<file path="src/rtl/morse_pkg.sv">
// morse_pkg: shared types and constants for the Morse code transmitter.
//   - FSM state encodings (legacy-compatible localparam constants)
//   - pattern_t: {len[2:0], sym[4:0]}, sym bit 0 sent first, 1 = dash, 0 = dot
//   - ASCII anchor constants and Morse unit multipliers
//   - unit_load(): counter preload for a duration expressed in units
package morse_pkg;

  typedef logic [2:0] state_t;

  localparam state_t ST_IDLE     = 3'd0;
  localparam state_t ST_MARK     = 3'd1;
  localparam state_t ST_SYM_GAP  = 3'd2;
  localparam state_t ST_CHAR_GAP = 3'd3;
  localparam state_t ST_WORD_GAP = 3'd4;
  localparam state_t ST_BAD      = 3'd5;

  typedef struct packed {
    logic [2:0] len;
    logic [4:0] sym;
  } pattern_t;

  localparam logic [7:0] ASCII_SPACE = 8'h20;
  localparam logic [7:0] ASCII_A     = 8'h41;
  localparam logic [7:0] ASCII_0     = 8'h30;

  localparam int unsigned DOT_UNITS      = 1;
  localparam int unsigned DASH_UNITS     = 3;
  localparam int unsigned SYM_GAP_UNITS  = 1;
  localparam int unsigned CHAR_GAP_UNITS = 3;
  localparam int unsigned WORD_GAP_UNITS = 7;

  // Counter runs from (duration - 1) down to 0, so the preload is one less.
  function automatic int unsigned unit_load(int unsigned units, int unsigned unit_cycles);
    return units * unit_cycles - 1;
  endfunction

endpackage

</file>
<file path="src/rtl/morse_char_rom.sv">
// morse_char_rom: combinational ASCII -> Morse pattern lookup.
// Ports:
//   char_code [7:0]  ASCII character
//   valid            character is a supported letter or digit
//   pattern          {len, sym}; zero when not valid
// Optional: MORSE_TX_LOWERCASE_EN folds 'a'-'z' to 'A'-'Z' before lookup.
module morse_char_rom
  import morse_pkg::*;
(
  input  logic [7:0] char_code,
  output logic       valid,
  output pattern_t   pattern
);

  logic [7:0] folded;
  logic [7:0] letter_off;
  logic [7:0] digit_off;

  always_comb begin
    folded = char_code;
`ifdef MORSE_TX_LOWERCASE_EN
    if (char_code >= 8'h61 && char_code <= 8'h7A) begin
      folded = char_code - 8'h20;
    end
`endif
  end

  assign letter_off = folded - ASCII_A;
  assign digit_off  = folded - ASCII_0;

  always_comb begin
    valid   = 1'b1;
    pattern = '0;
    if (folded >= ASCII_A && folded <= 8'h5A) begin
      // sym is written MSB..LSB, so the first symbol sent is the rightmost bit
      case (letter_off)
        8'd0:    pattern = {3'd2, 5'b00010}; // A .-
        8'd1:    pattern = {3'd4, 5'b00001}; // B -...
        8'd2:    pattern = {3'd4, 5'b00101}; // C -.-.
        8'd3:    pattern = {3'd3, 5'b00001}; // D -..
        8'd4:    pattern = {3'd1, 5'b00000}; // E .
        8'd5:    pattern = {3'd4, 5'b00100}; // F ..-.
        8'd6:    pattern = {3'd3, 5'b00011}; // G --.
        8'd7:    pattern = {3'd4, 5'b00000}; // H ....
        8'd8:    pattern = {3'd2, 5'b00000}; // I ..
        8'd9:    pattern = {3'd4, 5'b01110}; // J .---
        8'd10:   pattern = {3'd3, 5'b00101}; // K -.-
        8'd11:   pattern = {3'd4, 5'b00010}; // L .-..
        8'd12:   pattern = {3'd2, 5'b00011}; // M --
        8'd13:   pattern = {3'd2, 5'b00001}; // N -.
        8'd14:   pattern = {3'd3, 5'b00111}; // O ---
        8'd15:   pattern = {3'd4, 5'b00110}; // P .--.
        8'd16:   pattern = {3'd4, 5'b01011}; // Q --.-
        8'd17:   pattern = {3'd3, 5'b00010}; // R .-.
        8'd18:   pattern = {3'd3, 5'b00000}; // S ...
        8'd19:   pattern = {3'd1, 5'b00001}; // T -
        8'd20:   pattern = {3'd3, 5'b00100}; // U ..-
        8'd21:   pattern = {3'd4, 5'b01000}; // V ...-
        8'd22:   pattern = {3'd3, 5'b00110}; // W .--
        8'd23:   pattern = {3'd4, 5'b01001}; // X -..-
        8'd24:   pattern = {3'd4, 5'b01101}; // Y -.--
        8'd25:   pattern = {3'd4, 5'b00011}; // Z --..
        default: valid   = 1'b0;
      endcase
    end else if (folded >= ASCII_0 && folded <= 8'h39) begin
      case (digit_off)
        8'd0:    pattern = {3'd5, 5'b11111}; // 0 -----
        8'd1:    pattern = {3'd5, 5'b11110}; // 1 .----
        8'd2:    pattern = {3'd5, 5'b11100}; // 2 ..---
        8'd3:    pattern = {3'd5, 5'b11000}; // 3 ...--
        8'd4:    pattern = {3'd5, 5'b10000}; // 4 ....-
        8'd5:    pattern = {3'd5, 5'b00000}; // 5 .....
        8'd6:    pattern = {3'd5, 5'b00001}; // 6 -....
        8'd7:    pattern = {3'd5, 5'b00011}; // 7 --...
        8'd8:    pattern = {3'd5, 5'b00111}; // 8 ---..
        8'd9:    pattern = {3'd5, 5'b01111}; // 9 ----.
        default: valid   = 1'b0;
      endcase
    end else begin
      valid = 1'b0;
    end
  end

endmodule

</file>
<file path="src/rtl/morse_code_transmitter.sv">
// morse_code_transmitter: sends one ASCII character at a time as timed Morse
// key intervals with 1:3:1:3:7 unit timing.
// Parameters:
//   UNIT_CYCLES   clock cycles per Morse unit (>= 1)
// Ports:
//   clk           system clock, rising edge
//   Reset_n       synchronous active-low reset
//   char_in       ASCII character, captured on a valid/ready transfer
//   char_valid    char_in valid this cycle
//   char_ready    can accept a character (IDLE, not in reset, no Clear)
//   Clear         synchronous abort back to IDLE
//   key           tone on
//   dot_buzzer    key during a dot
//   dash_buzzer   key during a dash
//   busy          not in IDLE
//   bad_char      one-cycle pulse after an unsupported character is accepted
// Optional: MORSE_TX_LOWERCASE_EN (handled in morse_char_rom) sends 'a'-'z' as 'A'-'Z'.
module morse_code_transmitter
  import morse_pkg::*;
#(
  parameter int unsigned UNIT_CYCLES = 6_000_000
) (
  input  logic       clk,
  input  logic       Reset_n,
  input  logic [7:0] char_in,
  input  logic       char_valid,
  output logic       char_ready,
  input  logic       Clear,
  output logic       key,
  output logic       dot_buzzer,
  output logic       dash_buzzer,
  output logic       busy,
  output logic       bad_char
);

  localparam int unsigned CNT_W = $clog2(WORD_GAP_UNITS * UNIT_CYCLES);

  localparam logic [CNT_W-1:0] DOT_LOAD      = CNT_W'(unit_load(DOT_UNITS, UNIT_CYCLES));
  localparam logic [CNT_W-1:0] DASH_LOAD     = CNT_W'(unit_load(DASH_UNITS, UNIT_CYCLES));
  localparam logic [CNT_W-1:0] SYM_GAP_LOAD  = CNT_W'(unit_load(SYM_GAP_UNITS, UNIT_CYCLES));
  localparam logic [CNT_W-1:0] CHAR_GAP_LOAD = CNT_W'(unit_load(CHAR_GAP_UNITS, UNIT_CYCLES));
  localparam logic [CNT_W-1:0] WORD_GAP_LOAD = CNT_W'(unit_load(WORD_GAP_UNITS, UNIT_CYCLES));

  state_t           state_q, state_d;
  logic [CNT_W-1:0] cnt_q, cnt_d;
  logic [4:0]       sym_q, sym_d;
  logic [2:0]       len_q, len_d;
  logic [2:0]       idx_q, idx_d;

  logic     rom_valid;
  pattern_t rom_pattern;
  logic     transfer;
  logic     cnt_done;

  morse_char_rom u_rom (
    .char_code (char_in),
    .valid     (rom_valid),
    .pattern   (rom_pattern)
  );

  // Clear and reset also drop ready so a same-cycle transfer is never taken.
  assign char_ready = (state_q == ST_IDLE) && Reset_n && !Clear;
  assign transfer   = char_valid && char_ready;
  assign cnt_done   = (cnt_q == '0);

  always_comb begin
    state_d = state_q;
    cnt_d   = cnt_q;
    sym_d   = sym_q;
    len_d   = len_q;
    idx_d   = idx_q;

    if (Clear) begin
      state_d = ST_IDLE;
      cnt_d   = '0;
      sym_d   = '0;
      len_d   = '0;
      idx_d   = '0;
    end else begin
      case (state_q)
        ST_IDLE: begin
          if (transfer) begin
            if (char_in == ASCII_SPACE) begin
              state_d = ST_WORD_GAP;
              cnt_d   = WORD_GAP_LOAD;
            end else if (rom_valid) begin
              state_d = ST_MARK;
              sym_d   = rom_pattern.sym;
              len_d   = rom_pattern.len;
              idx_d   = '0;
              cnt_d   = rom_pattern.sym[0] ? DASH_LOAD : DOT_LOAD;
            end else begin
              state_d = ST_BAD;
              cnt_d   = '0;
            end
          end
        end

        ST_MARK: begin
          if (cnt_done) begin
            // Next symbol moves into bit 0 for the following MARK.
            sym_d = {1'b0, sym_q[4:1]};
            if ((idx_q + 3'd1) < len_q) begin
              state_d = ST_SYM_GAP;
              idx_d   = idx_q + 3'd1;
              cnt_d   = SYM_GAP_LOAD;
            end else begin
              state_d = ST_CHAR_GAP;
              cnt_d   = CHAR_GAP_LOAD;
            end
          end else begin
            cnt_d = cnt_q - 1'b1;
          end
        end

        ST_SYM_GAP: begin
          if (cnt_done) begin
            state_d = ST_MARK;
            cnt_d   = sym_q[0] ? DASH_LOAD : DOT_LOAD;
          end else begin
            cnt_d = cnt_q - 1'b1;
          end
        end

        ST_CHAR_GAP, ST_WORD_GAP: begin
          if (cnt_done) begin
            state_d = ST_IDLE;
          end else begin
            cnt_d = cnt_q - 1'b1;
          end
        end

        ST_BAD: begin
          state_d = ST_IDLE;
        end

        default: begin
          state_d = ST_IDLE;
          cnt_d   = '0;
        end
      endcase
    end
  end

  always_ff @(posedge clk) begin
    if (!Reset_n) begin
      state_q <= ST_IDLE;
      cnt_q   <= '0;
      sym_q   <= '0;
      len_q   <= '0;
      idx_q   <= '0;
    end else begin
      state_q <= state_d;
      cnt_q   <= cnt_d;
      sym_q   <= sym_d;
      len_q   <= len_d;
      idx_q   <= idx_d;
    end
  end

  // Outputs decode registered state only.
  assign key         = (state_q == ST_MARK);
  assign dot_buzzer  = key && !sym_q[0];
  assign dash_buzzer = key && sym_q[0];
  assign busy        = (state_q != ST_IDLE);
  assign bad_char    = (state_q == ST_BAD);

endmodule

</file>
<file path="config.mk">
export PLATFORM = sky130hd
export DESIGN_NAME = morse_code_transmitter
export DESIGN_NICKNAME = d
export VERILOG_FILES = /design/src/rtl/morse_pkg.sv /design/src/rtl/morse_char_rom.sv /design/src/rtl/morse_code_transmitter.sv
export SDC_FILE = /design/constraint.sdc
export NUM_CORES = 1
export LEC_CHECK = 0
export BUFFER_PORTS_ARGS = -buffer_cell sky130_fd_sc_hd__buf_2
export CAP_MARGIN = 0
export CELL_PAD_IN_SITES_DETAIL_PLACEMENT = 0
export CELL_PAD_IN_SITES_GLOBAL_PLACEMENT = 2
export CORE_ASPECT_RATIO = 1.25
export CORE_MARGIN = 5
export CORE_UTILIZATION = 32
export DETAILED_ROUTE_END_ITERATION = 7
export GPL_TIMING_DRIVEN = 0
export MAX_ROUTING_LAYER = met4
export PLACE_DENSITY = 0.85
export SYNTH_ARGS = -nofsm -noshare
export SYNTH_HDL_FRONTEND = slang
export SYNTH_SLANG_ARGS = --single-unit
</file>
<file path="constraint.sdc">
create_clock -name clk -period 2.4 [get_ports clk]
set_input_delay 0.48 -clock clk [delete_from_list [all_inputs] [get_ports clk]]
set_output_delay 0.48 -clock clk [all_outputs]
set_load 0.005 [all_outputs]
</file>
* Word-level counts from Yosys, hierarchy flattened *
Cells that the tools add are included.

cells by class
  add/sub/neg operators = 4
  magnitude comparators = 5
  equal/unequal tests = 48
  muxes and demuxes = 37
  bitwise operators = 3
  reductions and logical operators = 24

operators with widths
  operator                                                            number
  one-hot mux 8 bit (26 select lines)                                 1
  two-way mux 26 bit                                                  5
  one-hot mux 26 bit (5 select lines)                                 1
  two-way mux 25 bit                                                  4
  equality test 8 x 4 -> 1 bit (second input constant)                10
  equality test 8 x 5 -> 1 bit (second input constant)                10
  one-hot mux 8 bit (10 select lines)                                 1
  equality test 8 x 3 -> 1 bit (second input constant)                8
  two-way mux 3 bit                                                   11
  equality test 8 x 2 -> 1 bit (second input constant)                4
  zero test 26 bit                                                    1
  OR reduction 26 bit                                                 1
  subtractor 26 x 1 -> 26 bit (second input constant)                 1
  two-way mux 5 bit                                                   4
  equality test 8 x 1 -> 1 bit (second input constant)                2
  zero test 8 bit                                                     2
  two-way mux 8 bit                                                   2
  != test 2 bit (second input constant)                               6
  one-hot mux 3 bit (4 select lines)                                  1
  one-hot mux 5 bit (2 select lines)                                  1
  OR reduction 10 bit                                                 1
  equality test 8 x 6 -> 1 bit (second input constant)                1
  greater-or-equal comparator 8 x 6 -> 1 bit (second input constant)  1
  greater-or-equal comparator 8 x 7 -> 1 bit (second input constant)  1
  other kinds (23)                                                    41

storage, ports and cells
  flip-flop bits (word level) = 40
  output and inout bits = 6
  word-level logic and storage cells = 126

* Depth between registers and ports, before layout *
  depth in word-level cells = 10
  depth in mapped cells = 10

* By module *
A second synthesis with hierarchy kept.

unflattened totals
  cell total of the unflattened synthesis = 482
  area, all modules = 3,497.1 sq um

by module, submodules not included
  module                  instances  cells each  area an instance (sq um)  seq. area each (sq um)
  morse_code_transmitter  1          370         2,708.8                   800.8
  morse_char_rom          1          112         788.3                     0.0

* Worst setup path after synthesis *
OpenSTA, ideal clock, no wires.

  kind = in2reg
  start = input char_in[0]
  end = register sym_q[1]
  library setup time = 0.117 ns
  data arrival time = 2.233 ns
  required time = 2.283 ns
  slack = 0.049 ns
  cell stages on the path = 9
  path buffers = 2
  path through = buf_6 > or4_4 > o211ai_2 > o2bb2ai_2 > and3_1 > clkbuf_1 > a21oi_2 > nor2_1 > a32o_1

between the ends
  cells in the longest elaborated chain, start to end = 9
  elaborated cells on any way between the ends = 62
  classes of those cells = add/sub (2); order compare (4); eq/ne (37); mux (12); reduce/logical (7)

ends and longest elaborated chain
  what                                                  RTL line                       text
  from (decl)                                           morse_code_transmitter.sv:25   input logic [7:0] char_in,
  subtractor 8 x 6 -> 8 bit                             morse_char_rom.sv:29           assign digit_off = folded - ASCII_0;
  equality test 8 x 4 -> 1 bit (tied with other cells)  morse_char_rom.sv:66           case (digit_off)
  one-hot mux 8 bit (10 select lines)                   morse_char_rom.sv:66
  two-way mux 8 bit                                     morse_char_rom.sv:65           end else if (folded >= ASCII_0 && folded <= 8'h39) begin
  two-way mux 8 bit                                     morse_char_rom.sv:34           if (folded >= ASCII_A && folded <= 8'h5A) begin
  two-way mux 5 bit                                     morse_code_transmitter.sv:86   end else if (rom_valid) begin
  two-way mux 5 bit                                     morse_code_transmitter.sv:83   if (char_in == ASCII_SPACE) begin
  two-way mux 5 bit                                     morse_code_transmitter.sv:82   if (transfer) begin
  one-hot mux 5 bit (2 select lines)                    morse_code_transmitter.sv:80   case (state_q)
  to (signal assigned)                                  morse_code_transmitter.sv:155  sym_q <= sym_d;
  to (decl)                                             morse_code_transmitter.sv:46   logic [4:0] sym_q, sym_d;

Several ways; a longest one is shown, not always the timed one. The select of a mux whose other input is x is not followed.
A chain may end at the register's enable or synchronous reset.

* Final worst setup path *
  start = input char_in[4]
  end = register cnt_q[10]

between the ends
  cells in the longest elaborated chain, start to end = 10
  elaborated cells on any way between the ends = 60
  classes of those cells = add/sub (2); order compare (4); eq/ne (35); mux (13); reduce/logical (6)

ends and longest elaborated chain
  what                                                                        RTL line                                            text
  subtractor 8 x 6 -> 8 bit                                                   morse_char_rom.sv:29
  equality test 8 x 4 -> 1 bit (tied with other cells)                        morse_char_rom.sv:66
  one-hot mux 8 bit (10 select lines) or OR reduction 10 bit (tied branches)  --
  two-way mux 8 bit or two-way mux 1 bit (tied branches)                      morse_char_rom.sv:65, morse_char_rom.sv:66
  two-way mux 8 bit or two-way mux 1 bit (tied branches)                      morse_char_rom.sv:34, morse_char_rom.sv:65
  two-way mux 25 bit or two-way mux 1 bit (tied branches)                     morse_code_transmitter.sv:91, morse_char_rom.sv:34
  two-way mux 25 bit                                                          morse_code_transmitter.sv:86
  two-way mux 26 bit (*)                                                      morse_code_transmitter.sv:83
  two-way mux 26 bit (*)                                                      morse_code_transmitter.sv:82
  one-hot mux 26 bit (5 select lines) (*)                                     morse_code_transmitter.sv:80
  to (signal assigned)                                                        morse_code_transmitter.sv:154                       cnt_q <= cnt_d;
  to (decl)                                                                   morse_code_transmitter.sv:45                        logic [CNT_W-1:0] cnt_q, cnt_d;

Every way passes the cells marked *; elsewhere a longest branch is shown, timed or not. The select of a mux whose other input is x is not followed.

==> impl_metrics.env <==
export IMPL_floorplan_io_pins=18
export IMPL_async_flop_share=0
export IMPL_cts_inserted_buffers=5
export IMPL_post_synth_instance_area_sq_um=3160
export IMPL_detail_route_vias_per_cell=5.97
export IMPL_yosysSeqAreaShare=0.253
export IMPL_grt_pass1_vias=3351
export IMPL_routed_wirelength_um=10700
export IMPL_cp_data_arrival_time_ps=2520
export IMPL_max_freq_mhz=427
export IMPL_route_detailed_wl_per_inst_um=18.0
export IMPL_postCtsHoldBufs=0
export IMPL_cap_violations=0
export IMPL_total_negative_setup_slacks_ps=0
export IMPL_final_hold_violation_count=0
export IMPL_floorplan_rows=40
export IMPL_number_of_cells_in_the_finished_layout_apart_from_fillers=598
export IMPL_synth_top_cell_area_share=0.253
export IMPL_run_status="finished clean"
export IMPL_initial_utilization=0.327
export IMPL_yosys_warnings=0
export IMPL_cts_htree_levels=2
export IMPL_syn_nets=462
export IMPL_timing_critical_path_from_type="input port"
export IMPL_antenna_diode_count=0
export IMPL_number_of_flops_mapped_to_enable_cells_by_yosys=0
export IMPL_floorplan_die_width_um=98.9
export IMPL_worst_hold_path_type="flop to flop"
export IMPL_met1Wirelength_um=4480
export IMPL_fin_worst_skew_ps=4.98
export IMPL_overall_track_demand_over_capacity_in_global_routing=0.181
export IMPL_ys_flop_type="dfxtp_1"
export IMPL_power_density_relative_to_cell_area_nw_per_um2=602
export IMPL_criticalPathCategory="input port to flop"
export IMPL_fp_coreArea_sq_um=9660
export IMPL_firstDrtPassIters=5
export IMPL_die_area_sq_um=12000
export IMPL_leakage_power_nw=1.52
export IMPL_unrepaired_setup_endpoints_after_global_routing="true"
export IMPL_met3_wirelength_um=402
export IMPL_mean_cell_area_of_the_mapped_netlist_sq_um=7.11
export IMPL_post_route_drc_violation_count=0
export IMPL_fin_crit_sh=0.975
export IMPL_final_layout_size_suffix_gt1_frac=0.222
export IMPL_finalNetCount=488
export IMPL_hpwlAfterDp_um=7830
export IMPL_yosys_top_cells_area="dfxtp_1, a21oi_1, nor2_1"
export IMPL_detailroute_wirelength_met2_um=5580
export IMPL_mostFrequentLayoutCells="nor2_1, nand2_1, a21oi_1, dfxtp_1, o21ai_0"
export IMPL_area_growth_synth_to_final_pct=23.1
export IMPL_most_common_cell_after_layout_fill_and_taps_aside="nor2_1"
export IMPL_grt_antenna_before_repair=0
export IMPL_route_antenna_remaining_nets=0
export IMPL_die_height_um=121
export IMPL_worst_ir_drop_vdd_uv=331
export IMPL_highest_signal_layer="met4"
export IMPL_post_synth_inst_count=445
export IMPL_cts_root_to_sink_buffers=2
export IMPL_cts_num_sinks=40
export IMPL_cts_tree="built"
export IMPL_globalRoute_totalOverflow=0
export IMPL_drv_slew=0
export IMPL_end_kind="flop"
export IMPL_worstPathMaxFanout=9
export IMPL_routabilityCongestion=0.896
export IMPL_detailedRoute_firstIterationViolations=249
export IMPL_cts_reportedPaths_clkPinSlew_ps=60
export IMPL_grt_start_max_net_pins=12
export IMPL_period_minus_slack_ps=2340
export IMPL_number_of_port_buffers=15
export IMPL_ys_ff_latch=40
export IMPL_critPathRequiredTime_ps=2580
export IMPL_clock_latency_ps=280
export IMPL_vias=3571
export IMPL_dp_cells=586
export IMPL_cts_root_buffer="clkbuf_16"
export IMPL_synth_cell_type_count=71
export IMPL_finalSetupViolations=0
export IMPL_max_slew_margin=0.542
export IMPL_yosys_area_top_type="dfxtp_1"
export IMPL_tightestPinTransition_ps=678
export IMPL_grt_first_pass_wirelength_um=17100
-- logic make-up after synthesis --
family / synth area share
AO/OA/AOI/OAI: 0.314
buffers and inverters: 0.0471
AND/OR/NAND/NOR: 0.342
flip-flops: 0.253
XOR/XNOR: 0.0138
multiplexers: 0.00949
adder cells (fa/ha/maj): 0.0198
-- state kept, by name, indices dropped and copies added (netlist names) --
signal and cells:
cnt_q 26, idx_q 3, len_q 3, state_q 3, sym_q 5
-- timing repair --
action	4_1_cts	5_1_grt
buffers inserted	3	4
setup endpoints to repair	37	34
endpoints found under the hold margin	0	0
resized for setup	36	36
pin swaps	4	7
-- Yosys cell counts, types with 7 or more instances --
master / n
a21oi_1: 42
a31oi_1: 7
and2_1: 10
clkbuf_1: 14
dfxtp_1: 40
inv_1: 12
nand2_1: 48
nand2b_1: 8
nand3_1: 10
nor2_1: 54
nor2b_1: 8
nor3_1: 20
nor4_1: 7
o21ai_0: 31
o22ai_1: 8
-- where the power goes --
part | internal, W | total (W) | switching, W
Clock | 0.000415 | 0.000687 | 0.000272
Sequential | 0.000688 | 0.000725 | 0.0000375
Combinational | 0.000346 | 0.000933 | 0.000587
Total | 0.00145 | 0.00234 | 0.000896
-- stage by stage --
step,util,power [W],cell area (sq um),hold slack [ps],worst slack [ps]
floorplan,-,0.00126,3160,432,49.4
global placement,0.352,0.00146,3400,444,-830
detailed placement,0.352,0.00147,3400,450,-901
CTS,0.382,0.00222,3690,459,-14.6
global route,0.403,0.00246,3890,493,-40.3
finish,0.403,0.00234,3890,461,59.9
-- worst paths after layout --
path	start	end	slack, ps	depth (start not counted)
worst max-delay path	char_in[4]	cnt_q[10]	60	9
worst min-delay path	sym_q[4]	sym_q[4]	460	2
worst max register to register	cnt_q[6]	cnt_q[1]	90	7
worst min register to register	sym_q[4]	sym_q[4]	460	2
-- layout make-up --
type	instances	area, sq um
buffer	20	97.6
clock buffer	8	146
fill	1002	5770
inverter	13	48.8
multi-input combinational	369	2500
sequential	40	806
tap	126	158
timing repair buffer	22	140
-- per-layer routing --
metal / vias to the layer above / GRT usage
met1: 1717 / 0.210
li1: 1717 / -
met4: 0 / 0.0666
met2: 112 / 0.318
met5: - / -
met3: 25 / 0.0201
-- critical path, cell delays in order --
cell	delay (ps)
buf_2	190
nor4bb_1	640
a21oi_1	80
o22ai_1	320
a2111oi_4	150
a32oi_2	290
buf_4	170
a21oi_1	50
a21o_1	150
(Power assumes the default switching activity.)
